`src/rtl/cam_pkg.sv`:
```
// Shared types and helpers for the hashtable write-side engine.
package cam_pkg;

   typedef enum logic [1:0] {
      OP_NOP    = 2'b00,
      OP_INSERT = 2'b01,
      OP_DELETE = 2'b10,
      OP_RSVD   = 2'b11
   } cam_op_e;

   typedef enum logic [1:0] {
      ST_OK        = 2'b00,
      ST_UPDATED   = 2'b01,
      ST_COLLISION = 2'b10,
      ST_NOT_FOUND = 2'b11
   } cam_status_e;

   typedef enum logic [2:0] {
      S_INIT,
      S_IDLE,
      S_READ,
      S_COMMIT,
      S_RESP
   } cam_upd_state_e;

   localparam int unsigned CAM_KEY_W  = 8;
   localparam int unsigned CAM_DATA_W = 4;
   localparam int unsigned CAM_FOLD_W = 64;

   typedef struct packed {
      logic                  valid;
      logic [CAM_KEY_W-1:0]  key;
      logic [CAM_DATA_W-1:0] data;
   } cam_entry_t;

   // XOR-fold of a zero-extended key into aw-bit slices; bits above aw stay 0.
   function automatic logic [31:0] cam_index(input logic [CAM_FOLD_W-1:0] key,
                                             input int unsigned aw);
      logic [31:0] idx;
      idx = '0;
      for (int unsigned i = 0; i < CAM_FOLD_W; i++) begin
         idx[5'(i % aw)] = idx[5'(i % aw)] ^ key[6'(i)];
      end
      return idx;
   endfunction

endpackage

```
`src/rtl/cam_update_engine.sv`:
```
// Hashtable write engine: post-reset table clear, then read-check-write per
// insert/delete request, with a same-cycle forward stream for lookup correction.
module cam_update_engine
   import cam_pkg::*;
#(
   parameter  int unsigned DATA_WIDTH = 4,
   parameter  int unsigned KEY_WIDTH  = 8,
   parameter  int unsigned ADDR_WIDTH = 4,
   localparam int unsigned ENTRY_W    = 1 + KEY_WIDTH + DATA_WIDTH
) (
   input  logic                  clk,
   input  logic                  reset,
   input  logic                  clk_en,
   input  logic                  req_valid_i,
   output logic                  req_ready_o,
   input  logic [1:0]            req_op_i,
   input  logic [KEY_WIDTH-1:0]  req_key_i,
   input  logic [DATA_WIDTH-1:0] req_data_i,
   output logic                  resp_valid_o,
   input  logic                  resp_ready_i,
   output logic [1:0]            resp_status_o,
   output logic [ADDR_WIDTH-1:0] mem_addr_o,
   output logic                  mem_rd_en_o,
   output logic                  mem_wr_en_o,
   output logic [ENTRY_W-1:0]    mem_wdata_o,
   input  logic [ENTRY_W-1:0]    mem_rdata_i,
   output logic [KEY_WIDTH-1:0]  forward_key_o,
   output logic [DATA_WIDTH-1:0] forward_data_o,
   output logic                  forward_write_o,
   output logic                  forward_del_o,
   output logic                  init_done_o
);

   typedef struct packed {
      logic                  valid;
      logic [KEY_WIDTH-1:0]  key;
      logic [DATA_WIDTH-1:0] data;
   } entry_t;

   cam_upd_state_e        state;
   logic [ADDR_WIDTH-1:0] cnt;
   cam_op_e               op_q;
   logic [KEY_WIDTH-1:0]  key_q;
   logic [DATA_WIDTH-1:0] data_q;

   entry_t                rd_entry;
   logic [ADDR_WIDTH-1:0] idx;
   logic                  mem_en;
   logic                  hit;
   logic                  do_ins;
   logic                  do_del;
   cam_status_e           commit_status;

   assign rd_entry = mem_rdata_i;
   assign idx      = ADDR_WIDTH'(cam_index(64'(key_q), ADDR_WIDTH));
   // RAM strobes are suppressed while stalled or while reset is being applied.
   assign mem_en   = clk_en & ~reset;
   assign hit      = rd_entry.valid && (rd_entry.key == key_q);
   assign do_ins   = (op_q == OP_INSERT) && (!rd_entry.valid || hit);
   assign do_del   = (op_q == OP_DELETE) && hit;

   // Status of the read-check-write, decided from the RAM word seen in COMMIT.
   always_comb begin
      commit_status = ST_NOT_FOUND;
      if (op_q == OP_INSERT) begin
         if (!rd_entry.valid)  commit_status = ST_OK;
         else if (hit)         commit_status = ST_UPDATED;
         else                  commit_status = ST_COLLISION;
      end else if (hit) begin
         commit_status = ST_OK;
      end
   end

   // RAM port and forward stream; COMMIT depends on the just-returned read data.
   always_comb begin
      mem_addr_o      = '0;
      mem_rd_en_o     = 1'b0;
      mem_wr_en_o     = 1'b0;
      mem_wdata_o     = '0;
      forward_key_o   = '0;
      forward_data_o  = '0;
      forward_write_o = 1'b0;
      forward_del_o   = 1'b0;
      case (state)
         S_INIT: begin
            mem_addr_o  = cnt;
            mem_wr_en_o = mem_en;
         end
         S_READ: begin
            mem_addr_o  = idx;
            mem_rd_en_o = mem_en;
         end
         S_COMMIT: begin
            mem_addr_o = idx;
            if (do_ins) begin
               mem_wr_en_o     = mem_en;
               mem_wdata_o     = {1'b1, key_q, data_q};
               forward_key_o   = key_q;
               forward_data_o  = data_q;
               forward_write_o = 1'b1;
            end else if (do_del) begin
               mem_wr_en_o   = mem_en;
               forward_key_o = key_q;
               forward_del_o = 1'b1;
            end
         end
         default: ;
      endcase
   end

   always_ff @(posedge clk) begin
      if (reset) begin
         state         <= S_INIT;
         cnt           <= '0;
         op_q          <= OP_NOP;
         key_q         <= '0;
         data_q        <= '0;
         req_ready_o   <= 1'b0;
         resp_valid_o  <= 1'b0;
         resp_status_o <= ST_OK;
         init_done_o   <= 1'b0;
      end else if (clk_en) begin
         case (state)
            S_INIT: begin
               cnt <= cnt + ADDR_WIDTH'(1);
               if (cnt == '1) begin
                  state       <= S_IDLE;
                  init_done_o <= 1'b1;
                  req_ready_o <= 1'b1;
               end
            end
            S_IDLE: begin
               if (req_valid_i) begin
                  op_q        <= cam_op_e'(req_op_i);
                  key_q       <= req_key_i;
                  data_q      <= req_data_i;
                  req_ready_o <= 1'b0;
                  if (req_op_i == OP_INSERT || req_op_i == OP_DELETE) begin
                     state <= S_READ;
                  end else begin
                     state         <= S_RESP;
                     resp_valid_o  <= 1'b1;
                     resp_status_o <= ST_OK;
                  end
               end
            end
            S_READ: state <= S_COMMIT;
            S_COMMIT: begin
               state         <= S_RESP;
               resp_valid_o  <= 1'b1;
               resp_status_o <= commit_status;
            end
            S_RESP: begin
               if (resp_ready_i) begin
                  state        <= S_IDLE;
                  resp_valid_o <= 1'b0;
                  req_ready_o  <= 1'b1;
               end
            end
            default: state <= S_INIT;
         endcase
      end
   end

endmodule

```
`config.mk`:
```
export PLATFORM = sky130hd
export DESIGN_NAME = cam_update_engine
export DESIGN_NICKNAME = d
export VERILOG_FILES = /design/src/rtl/cam_pkg.sv /design/src/rtl/cam_update_engine.sv
export SDC_FILE = /design/constraint.sdc
export NUM_CORES = 1
export LEC_CHECK = 0
export CORE_MARGIN = 2
export CORE_UTILIZATION = 43
export CTS_CLUSTER_SIZE = 20
export DETAILED_ROUTE_END_ITERATION = 16
export GPL_TIMING_DRIVEN = 0
export PLACE_DENSITY = 0.89
export SETUP_SLACK_MARGIN = 0.3
export SYNTH_ARGS = -nofsm -noshare
export SYNTH_HDL_FRONTEND = slang
export SYNTH_SLANG_ARGS = --single-unit
```
`constraint.sdc`:
```
create_clock -name clk -period 2 [get_ports clk]
set_input_delay 0.2 -clock clk [delete_from_list [all_inputs] [get_ports clk]]
set_output_delay 0.2 -clock clk [all_outputs]
set_load 0.005 [all_outputs]
```
Word-level counts from Yosys, hierarchy flattened:

Cells that the tools add are included.

* output and inout port bits: 38
* register bits after elaboration: 26
* word-level logic and storage cells: 85

* muxes and demuxes: 37
* reductions and logical operators: 18
* add/sub/neg operators: 1
* eq/ne operators: 14
* bitwise operators: 6

Operators by type and width (number)
* 13-bit 2-to-1 mux: 2
* 8-bit 2-to-1 mux: 3
* 3-bit case mux with 5 select lines: 1
* 1-bit 2-to-1 mux: 14
* 2-bit 2-to-1 mux: 6
* 3-bit 2-to-1 mux: 4
* 5-bit AND reduction: 2
* 8-bit == test: 1
* 4-bit 2-to-1 mux: 2
* 2-bit != test (second input constant): 4
* 4-bit case mux with 2 select lines: 1
* 4-bit AND reduction: 2
* 3-bit by 2-bit == test with 1-bit output (second input constant): 2
* 1-bit case mux with 3 select lines: 2
* 3-bit AND reduction: 2
* 3-bit nonzero test: 2
* 4-bit by 1-bit adder with 4-bit output (second input constant): 1
* 2-bit by 1-bit == test with 1-bit output (second input constant): 2
* 2-bit == test (second input constant): 2
* 4-bit == test (second input constant): 1
* 2-bit case mux with 2 select lines: 1
* 1-bit XOR: 4
* 3-bit by 1-bit == test with 1-bit output (second input constant): 1
* 3-bit == test (second input constant): 1
* other kinds (10): 13

Logic depth before layout (Yosys ltp):

Gate-level depths: netlist (run 1).

* depth after elaboration: 6
* depth in mapped cells: 6
* mapped depth without buffers: 5

Worst setup path before layout (run 1):

OpenSTA, ideal clock, no wires.

* path kind: register to output
* start point: reg state[0]
* end point: out mem_wdata_o[3]
* required time: 1.800 ns
* path slack: 0.267 ns
* cell stages (with the launch flop): 7
* data arrival time: 1.533 ns
* path buffers: 3
* cell sequence: dfxtp_1 buf_6 nand2_1 or3_4 buf_2 nor3b_2 buf_4

* longest elaborated chain between the ends: 2

RTL lines
* start: declaration: line cam_update_engine.sv:40 `cam_upd_state_e state;`
* start signal: assignment: line cam_update_engine.sv:113 `state <= S_INIT;`
* start signal: assignment: line cam_update_engine.sv:127 `state <= S_IDLE;`
* start signal: assignment: line cam_update_engine.sv:139 `state <= S_READ;`
* 3-bit by 2-bit == test with 1-bit output: line cam_update_engine.sv:84 `case (state)`
* 13-bit 2-to-1 mux: line cam_update_engine.sv:84
* end: declaration: line cam_update_engine.sv:25 `output logic [ENTRY_W-1:0] mem_wdata_o,`

No other way between the ends.

Worst setup path in the final report (run 1):

* start point: reg key_q[2]
* end point: out mem_wdata_o[2]

* longest elaborated chain between the ends: 6

RTL lines
* start: declaration: line cam_update_engine.sv:43 `logic [KEY_WIDTH-1:0] key_q;`
* start signal: assignment: line cam_update_engine.sv:135 `key_q <= req_key_i;`
* 8-bit == test: line cam_update_engine.sv:58 `assign hit = rd_entry.valid && (rd_entry.key == key_q);`
* 1-bit logical AND: line cam_update_engine.sv:58
* 1-bit logical OR: line cam_update_engine.sv:59 `assign do_ins = (op_q == OP_INSERT) && (!rd_entry.valid || hit);`
* 1-bit logical AND: line cam_update_engine.sv:59
* 13-bit 2-to-1 mux: line cam_update_engine.sv:95 `if (do_ins) begin`
* 13-bit 2-to-1 mux: line cam_update_engine.sv:84

No other way between the ends.

==> impl_metrics.tcl, run 1 <==
set metrics [dict create \
    synth_top_cells_by_area "dfxtp_1, xor2_1, nand2_1" \
    overflow 0 \
    finalCritPeriodShare_pct 114 \
    clock_latency_ns 0.28 \
    failed_checks "negative setup slack" \
    maxSlewViolCount 0 \
    totalWireLength_mm 7.90 \
    synthToLayoutAreaGrowth_pct 82.2 \
    die_area_um2 4480 \
    drt_pass1_iterations 5 \
    io_pins 70 \
    hpwlAfterDp_mm 3.57 \
    wl_per_cell_um 21.2 \
    grt_pass1_wl_mm 10.8 \
    num_vias 2208 \
    num_antenna_cells 0 \
    finClkSkew_ns 0.00618 \
    clockBufferDepth 2 \
    synth.avg_cell_area_um2 8.00 \
    synth_seq_area_share_pct 30.5 \
    timing.final.ws_setup_ns -0.284 \
    ys_ff_latch 26 \
    drt_iter0_drc 238 \
    hold_slack_ns 0.352 \
    crit_fanout 6 \
    synth_warnings 0 \
    io_buffer_count 64 \
    cts_max_level 1 \
    synthCells 213 \
    cp.arrival_ns 2.08 \
    synth.distinct_cells 47 \
    crit_path_end_kind "output pin" \
    grt_pass1_vias 2126 \
    drive_gt1_share_pct 47.8 \
    total_power_mw 1.08 \
    cp.required_ns 1.80 \
    syn_area_um2 1700 \
    num_rows 22 \
    fin_setup_tns_ns -5.91 \
    synth_top_area_share_pct 30.5 \
    hold_viol 0 \
    synth_area_leader_cell "dfxtp_1" \
    clock.fmax_mhz 438 \
    p_leak_nw 1.31 \
    cts-buffers-inserted 3 \
    die_w_um 67.0 \
    maxCapViolCount 0 \
    die_h_um 67.0 \
    cts_hold_buf 0 \
    cts_tree "yes" \
    grt_max_degree 14 \
    synth_edf_count 0 \
    cts.sinks 26 \
    gp_congestion 0.874 \
    instances_no_fill 372 \
    status "finished with violations" \
    synthArstFlopShare_pct 0 \
    grt_usage_pct 32.5 \
    grt_antenna_before_repair 0 \
    synth_flop_cell "dfxtp_1" \
    ant_nets 0 \
    min_path_type "in -> reg" \
    clk_pin_slew_ns 0.09 \
    crit_type "reg -> out" \
    min_period_ns 2.28 \
    rsz0062_at_grt "yes" \
    pwr_density_cell_nw_per_um2 347 \
    initial_utilization_pct 45.5 \
    setup-violations-final 28 \
    regToRegSetupSlack_ns 0.23 \
    dp.cells 325 \
    core_area_um2 3740 \
    crit_path_start_kind "flop" \
    vdd_drop_max_mv 0.338 \
    worst_pin_slew_ns 0.600 \
    nets 359 \
    vias_per_cell 5.94 \
    drc 0 \
    max_slew_margin_pct 60.0 \
    cts_root_buf "clkbuf_8" \
    synthesis.nets 246 \
]
Yosys cell counts (3+ instances only):
master / number
dfxtp_1: 26
a21oi_1: 22
buf_4: 5
nor3b_1: 7
nor2b_1: 3
nor3b_2: 10
clkbuf_1: 6
nor2_1: 21
inv_1: 4
xor2_1: 15
nand3_1: 10
nand2_1: 34
nand2b_1: 4
buf_2: 6
final timing paths:
kind | to | startpoint | cells past startpoint
worst max-delay path | mem_wdata_o[2] | key_q[2] | 8
worst min-delay path | data_q[0] | reset | 2
worst max register to register | resp_status_o[0] | key_q[4] | 8
worst min register to register | data_q[3] | data_q[3] | 2
what timing repair did:
| item | in CTS | in global routing |
|---|---|---|
| endpoints found under the setup margin | 36 | 44 |
| buffers inserted | 29 | 12 |
| pin swaps | 33 | 20 |
| gates resized for setup | 210 | 35 |
| gates cloned | 2 | 1 |
layout by cell type, fill, tap and decap left out, types with 7 or more instances in the layout:
cell type / count
buf_2: 28
clkdlybuf4s50_1: 24
nor2_1: 14
nand3_1: 10
dfxtp_4: 7
nand2_1: 34
buf_4: 31
buf_6: 26
xor2_1: 7
nor3b_2: 11
a21oi_1: 20
dfxtp_1: 15
per-stage QoR:
step	worst slack (ns)	utilization, %	instance area (um^2)
after global routing	-0.329	83.0	3110
after detailed placement	-0.540	64.4	2410
after global placement	-0.521	64.4	2410
final	-0.284	83.0	3110
after floorplan	0.318	-	1710
after CTS	-0.188	77.3	2900
area by class of cell:
cell class                      count  area, um^2
Timing Repair Buffer              108         903
Multi-Input combinational cell    164        1370
Tap cell                           48        60.1
Buffer                             19         169
Clock buffer                        3        41.3
Fill cell                         219         638
Inverter                            4        15.0
Sequential cell                    26         552
kinds of logic (layout without fill, tap and decap cells):
kind of cell / after synthesis / count (layout) / share of synthesized area, %
AOI/OAI and AO/OA: 35 / 35 / 13.1
and+or+nand+nor: 110 / 110 / 39.2
xor gates and xnor gates: 16 / 16 / 8.22
adders and majority gates: 1 / 1 / 0.734
buffers and inverters: 23 / 134 / 7.05
DFF: 26 / 26 / 30.5
muxes: 2 / 2 / 1.17
power breakdown:
group	switching (mW)	total [mW]	leakage (nW)	internal (mW)
Clock	0.175	0.311	0.0216	0.136
Sequential	0.00676	0.519	0.217	0.512
Combinational	0.114	0.248	1.07	0.134
Total	0.296	1.08	1.31	0.782
worst max-delay path, stage by stage (launching register included):
cell and delay, ns:
dfxtp_4 0.37, xor2_4 0.19, nor4_4 0.40, a21boi_4 0.16
buf_6 0.17, buf_6 0.11, nor3b_4 0.17, buf_4 0.14
buf_6 0.09
per-layer routing:
layer	GRT usage, %	vias up	part of all wire (%)
met3	7.09	41	7.7
met5	0	-	0
met4	16.3	0	5.0
li1	-	952	-
met1	35.1	1058	37
met2	58.9	157	50
flip-flops by register name, summed over array words and instances, names as in the netlist:
name and count:
cnt 4, key_q 8, init_done_o 1, resp_status_o 2, resp_valid_o 1, state 3
data_q 4, req_ready_o 1, op_q 2
No activity file was read; power rests on OpenSTA's default activity.
==> run 2, diff against run 1 <==
--- a/config.mk
+++ b/config.mk
@@ -6,11 +6,12 @@
 export NUM_CORES = 1
 export LEC_CHECK = 0
 export CORE_MARGIN = 2
-export CORE_UTILIZATION = 43
+export CORE_UTILIZATION = 53
 export CTS_CLUSTER_SIZE = 20
 export DETAILED_ROUTE_END_ITERATION = 16
+export DONT_BUFFER_PORTS = 1
 export GPL_TIMING_DRIVEN = 0
-export PLACE_DENSITY = 0.89
+export PLACE_DENSITY = 0.77
 export SETUP_SLACK_MARGIN = 0.3
 export SYNTH_ARGS = -nofsm -noshare
 export SYNTH_HDL_FRONTEND = slang
==> constraint.sdc (replaced) <==
create_clock -name clk -period 2 [get_ports clk]
set_input_delay 0.2 -clock clk [delete_from_list [all_inputs] [get_ports clk]]
set_output_delay 0.2 -clock clk [all_outputs]
set_load 0.01 [all_outputs]
==> run 2 against run 1 <==
Utilization is 5.3 points higher. Setup slack better by 0.050 ns. Register-to-register slack barely moved. Fmax increased by 2.3%. Critical path type unchanged. Clock-buffer cell count unchanged. Wire length fell by 11%. Design area fell by 13%. The flow still finishes with violations (negative setup slack). Power decreased by 13%. Global-route usage shrank 4.9 points. Clock skew is 0.0030 ns higher. Die area fell by 18%.
==> impl_metrics.tcl, run 2 (synthesized netlist as in run 1, its figures left out) <==
set metrics [dict create \
    status "finished with violations" \
    failed_checks "negative setup slack" \
    drive_gt1_share_pct 44.1 \
    slowest_delay_ns 0.41 \
    hpwlAfterDp_mm 3.05 \
    p_leak_nw 1.07 \
    cts_root_buf "clkbuf_4" \
    hold_start "mem_rdata_i[12]" \
    wl_per_cell_um 22.9 \
    crit_path_start_kind "flop" \
    cp.required_ns 1.80 \
    seqPwrFrac_pct 55.5 \
    drc 0 \
    totalWireLength_mm 6.99 \
    finClkSkew_ns 0.00917 \
    drt_iter0_drc 275 \
    clockBufferDepth 2 \
    largest_reg_flops 8 \
    grt_pass1_wl_mm 7.53 \
    finalCritPeriodShare_pct 112 \
    pwr_density_cell_nw_per_um2 347 \
    die_h_um 60.7 \
    crit_path_end_kind "output pin" \
    cp_slowest_cell "dfxtp_4" \
    min_to "resp_status_o[1]" \
    io_pins 70 \
    num_vias 1939 \
    drt_pass1_iterations 5 \
    cts_tree "yes" \
    clock.fmax_mhz 448 \
    worst_pin_slew_ns 0.542 \
    cts.sinks 26 \
    vdd_drop_max_mv 0.381 \
    overflow 0 \
    gp_congestion 0.799 \
    cp.arrival_ns 2.03 \
    ant_nets 0 \
    crit_fanout 7 \
    p_clk_share_pct 26.7 \
    regMostFlops "key_q" \
    synthToLayoutAreaGrowth_pct 58.1 \
    cts-buffers-inserted 3 \
    grt_antenna_before_repair 0 \
    p_comb_share_pct 17.8 \
    internal-power_mw 0.667 \
    total_power_mw 0.936 \
    hold_viol 0 \
    rr_startpoint "state[2]" \
    max_slew_margin_pct 63.9 \
    clock_latency_ns 0.35 \
    final_common_cell "nand2_1" \
    instances_no_fill 305 \
    holdPathStages 2 \
    path_cells "xor2_4, nor4_4, a21boi_2, buf_6, nor3b_4, buf_6" \
    core_area_um2 3050 \
    min_path_type "in -> reg" \
    timing.final.ws_setup_ns -0.234 \
    worst_path_most_repeated_cell "buf_6" \
    grt_pass1_vias 1594 \
    dp.cells 257 \
    clk_pin_slew_ns 0.15 \
    switching_share_pct 28.7 \
    regToRegSetupSlack_ns 0.23 \
    ff2ff_path_depth 4 \
    final_cell_mix "nand2_1, a21oi_1, buf_4" \
    nets 296 \
    grt_max_degree 14 \
    crit_type "reg -> out" \
    rsz0062_at_grt "yes" \
    setup-violations-final 28 \
    min_period_ns 2.23 \
    p_sw_mw 0.269 \
    grt_usage_pct 27.6 \
    maxCapViolCount 0 \
    num_rows 20 \
    initial_utilization_pct 55.8 \
    die_area_um2 3690 \
    cts_max_level 1 \
    top_regs "key_q (8), cnt (4), data_q (4)" \
    maxSlewViolCount 0 \
    vias_per_cell 6.36 \
    timing.rr.end "resp_status_o[1]" \
    die_w_um 60.7 \
    io_buffer_count 0 \
    num_antenna_cells 0 \
]
[run 2: cell count changes in the layout (fill, tap and decap cells not counted), moves of 5 or more]
cell / previous run / this run
buf_2: 28 / 1
buf_4: 31 / 21
buf_6: 26 / 13
clkbuf_4: 0 / 5
clkdlybuf4s50_1: 24 / 0
dlygate4sd2_1: 6 / 0
dlygate4sd3_1: 0 / 15
nor2_1: 14 / 7
nor2_4: 2 / 8
nor3b_2: 11 / 4
nor3b_4: 6 / 13
[run 2: power groups by stage]
stage / clock, mW / sequential [mW] / combinational [mW]
3_3_place_gp: 0 / 0.539 / 0.0742
6_report: 0.250 / 0.519 / 0.167
3_5_place_dp: 0 / 0.538 / 0.0754
2_1_floorplan: 0 / 0.537 / 0.0617
5_1_grt: 0.275 / 0.520 / 0.175
4_1_cts: 0.231 / 0.521 / 0.118
[run 2: routing by layer]
metal	wire (um)	global-route usage (%)	up-vias
met5	0	0	-
met4	420	12.4	0
met3	618	5.33	39
met2	3370	45.8	145
met1	2590	34.7	929
li1	-	-	826
[run 2: metrics by stage]
| stage | util [%] | area (um^2) | setup slack (ns) | hold slack (ns) | setup TNS (ns) |
|---|---|---|---|---|---|
| floorplan | - | 1730 | 0.255 | 0.318 | 0 |
| global placement | 58.6 | 1790 | 0.130 | 0.328 | 0 |
| detailed placement | 58.6 | 1790 | 0.112 | 0.326 | 0 |
| CTS | 75.0 | 2290 | -0.107 | 0.0557 | -0.791 |
| global route | 88.3 | 2700 | -0.351 | 0.0526 | -5.61 |
| finish | 88.3 | 2700 | -0.234 | 0.0605 | -4.38 |
[run 2: area by class of cell]
| type | count | area [um^2] |
|---|---|---|
| Inverter | 4 | 15.0 |
| Fill cell | 138 | 358 |
| Buffer | 19 | 201 |
| Multi-Input combinational cell | 164 | 1420 |
| Tap cell | 44 | 55.1 |
| Sequential cell | 26 | 548 |
| Timing Repair Buffer | 45 | 434 |
| Clock buffer | 3 | 22.5 |
[run 2: worst max-delay path by stage]
stage | startpoint | slack (ns) | cells past startpoint | to
floorplan | state[0] | 0.26 | 6 | mem_wdata_o[3]
global placement | key_q[0] | 0.13 | 5 | mem_wdata_o[0]
detailed placement | state[0] | 0.11 | 6 | mem_wdata_o[3]
CTS | key_q[6] | -0.11 | 6 | mem_wdata_o[3]
global route | key_q[3] | -0.35 | 4 | forward_del_o
finish | key_q[3] | -0.23 | 6 | mem_wdata_o[2]
[run 2: repair_timing]
item / in CTS / in global routing
hold buffers: 15 / 0
setup endpoints to repair: 33 / 47
endpoints found under the hold margin: 15 / 0
gates resized for setup: 52 / 64
pin swaps: 16 / 23
buffers inserted: 14 / 16
[run 2: critical path, delay by kind of cell (launching register included)]
| family | cells | cell delay, ns |
|---|---|---|
| AOI/OAI and AO/OA | 1 | 0.14 |
| xor gates and xnor gates | 1 | 0.17 |
| buffers and inverters | 2 | 0.32 |
| DFF | 1 | 0.41 |
| and+or+nand+nor | 2 | 0.64 |
==> run 3, diff against run 2 <==
--- a/config.mk
+++ b/config.mk
@@ -5,7 +5,6 @@
 export SDC_FILE = /design/constraint.sdc
 export NUM_CORES = 1
 export LEC_CHECK = 0
-export CORE_MARGIN = 2
 export CORE_UTILIZATION = 53
 export CTS_CLUSTER_SIZE = 20
 export DETAILED_ROUTE_END_ITERATION = 16
@@ -13,6 +12,7 @@
 export GPL_TIMING_DRIVEN = 0
 export PLACE_DENSITY = 0.77
 export SETUP_SLACK_MARGIN = 0.3
+export SLEW_MARGIN = 20
 export SYNTH_ARGS = -nofsm -noshare
 export SYNTH_HDL_FRONTEND = slang
 export SYNTH_SLANG_ARGS = --single-unit
==> run 3 against run 2 <==
The run ends with negative hold slack, negative setup slack left. Sequential share of layout area grew 2.4 points. Non-clock buffer count shrank 14. Worst hold slack lost 0.068 ns. Clock skew shrank 0.0049 ns. Critical path depth is the same. Clock power grew 13%. Clock-buffer cell count grew 1. Critical path type unchanged. Critical endpoint is now mem_wdata_o[12]. Largest cell class unchanged. Highest routed layer unchanged.
==> impl_metrics.tcl, run 3 (synthesized netlist as in run 1, its figures left out) <==
set metrics [dict create \
    status "finished with violations" \
    failed_checks "negative hold slack, negative setup slack" \
    cts.sinks 26 \
    p_leak_nw 0.964 \
    ant_nets 0 \
    min_period_ns 2.20 \
    nets 282 \
    die_h_um 58.7 \
    final_cell_mix "nand2_1, a21oi_1, buf_4" \
    finalInstanceArea_um2 2400 \
    vdd_drop_max_mv 0.254 \
    num_antenna_cells 0 \
    drt_iter0_drc 118 \
    core_area_um2 3050 \
    drc 0 \
    clock.fmax_mhz 456 \
    cp.required_ns 1.80 \
    totalWireLength_mm 5.45 \
    gp_congestion 0.847 \
    die_area_um2 3450 \
    initial_utilization_pct 55.8 \
    hold_slack_ns -0.00754 \
    finClkSkew_ns 0.00425 \
    pre_cts_ws_ns 0.115 \
    grt_antenna_before_repair 0 \
    crit_type "reg -> out" \
    hpwlAfterDp_mm 2.99 \
    met3WireLength_um 466 \
    clk_pin_slew_ns 0.15 \
    finalCritPeriodShare_pct 110 \
    maxCapViolCount 0 \
    final_common_cell "nand2_1" \
    grt_pass1_vias 1478 \
    cts_root_buf "clkbuf_4" \
    clock_latency_ns 0.33 \
    num_rows 20 \
    wl_per_cell_um 18.7 \
    crit_path_end_kind "output pin" \
    hold_viol 1 \
    cp.arrival_ns 2.00 \
    io_pins 70 \
    place_area_um2 1790 \
    grt_usage_pct 25.4 \
    drt_pass1_iterations 4 \
    drive_gt1_share_pct 36.7 \
    total_power_mw 0.934 \
    crit_fanout 10 \
    num_vias 1791 \
    top_layer "met4" \
    wl_met1_mm 1.98 \
    min_path_type "in -> reg" \
    grt_max_degree 15 \
    die_w_um 58.7 \
    crit_path_start_kind "flop" \
    final_core_util_pct 78.6 \
    nFillCells 198 \
    top_regs "key_q (8), cnt (4), data_q (4)" \
    cts_max_level 1 \
    cts_tree "yes" \
    clockBufferDepth 2 \
    cts-buffers-inserted 3 \
    io_buffer_count 0 \
    timing.final.ws_setup_ns -0.195 \
    grt_pass1_wl_mm 6.70 \
    largest_reg_flops 8 \
    synthToLayoutAreaGrowth_pct 40.8 \
    vias_per_cell 6.13 \
    pwr_density_cell_nw_per_um2 389 \
    setup-violations-final 24 \
    maxSlewViolCount 0 \
    rsz0062_at_grt "yes" \
    wl_met2_mm 2.75 \
    regMostFlops "key_q" \
    max_slew_margin_pct 61.1 \
    worst_pin_slew_ns 0.584 \
    overflow 0 \
]
==> run 3: cell count changes in the layout (fill, tap and decap cells not counted), moves of 2 or more <==
cell	delta
buf_6	-7
nor2_1	+7
nor2_4	-6
buf_4	-4
nor3b_1	+3
buf_2	+2
buf_8	-2
dfxtp_2	+2
nor3b_2	-2
or4b_1	+2
or4b_4	-2
xor2_4	-2
==> run 3: area by class of cell <==
class	count	area, um^2	share of cell area [%]
inverter	4	15.0	0.626
multi-input combinational	164	1300	54.1
buffer	19	158	6.57
tap	44	55.1	2.29
timing repair buffer	31	292	12.1
clock buffer	4	36.3	1.51
sequential	26	547	22.8
==> run 3: timing repair <==
action,CTS,global route
setup endpoints to repair,33,42
gates cloned,0,0
pin swaps,10,8
hold buffers,13,1
gates resized for setup,32,45
hold endpoints to repair,13,1
setup buffers,7,10
==> run 3: critical path, cell delays in order, from the launching register on <==
cell,delay [ns]
dfxtp_2,0.40
xor2_1,0.37
nor4_4,0.10
a21boi_2,0.23
buf_2,0.32
nor2_4,0.09
buf_4,0.15
==> run 3: worst paths after layout <==
kind,from,endpoint,slack (ns),depth (start not counted)
setup / recovery,key_q[2],mem_wdata_o[12],-0.20,6
hold / removal,req_key_i[7],key_q[7],-0.008,2
setup reg to reg,key_q[5],resp_status_o[0],0.30,4
hold reg to reg,data_q[0],data_q[0],0.47,2
==> run 3: layer usage <==
layer / track usage (%) / vias to the layer above
met5: 0 / -
met4: 10.2 / 0
met3: 5.71 / 31
met2: 43.5 / 123
met1: 30.8 / 838
li1: - / 799
==> run 3: metrics by stage <==
step,TNS (ns),instances,hold slack (ns)
after floorplan,0,213,0.318
after global placement,0,257,0.327
after detailed placement,0,257,0.329
after CTS,-1.11,281,0.00335
after global routing,-4.59,292,0.0185
final,-2.59,292,-0.00754
==> run 3: power by group <==
group | total [mW] | leakage (nW) | internal (mW) | switching (mW)
Clock | 0.282 | 0.0210 | 0.112 | 0.171
Sequential | 0.521 | 0.217 | 0.516 | 0.00512
Combinational | 0.131 | 0.727 | 0.0599 | 0.0710
Total | 0.934 | 0.964 | 0.687 | 0.247
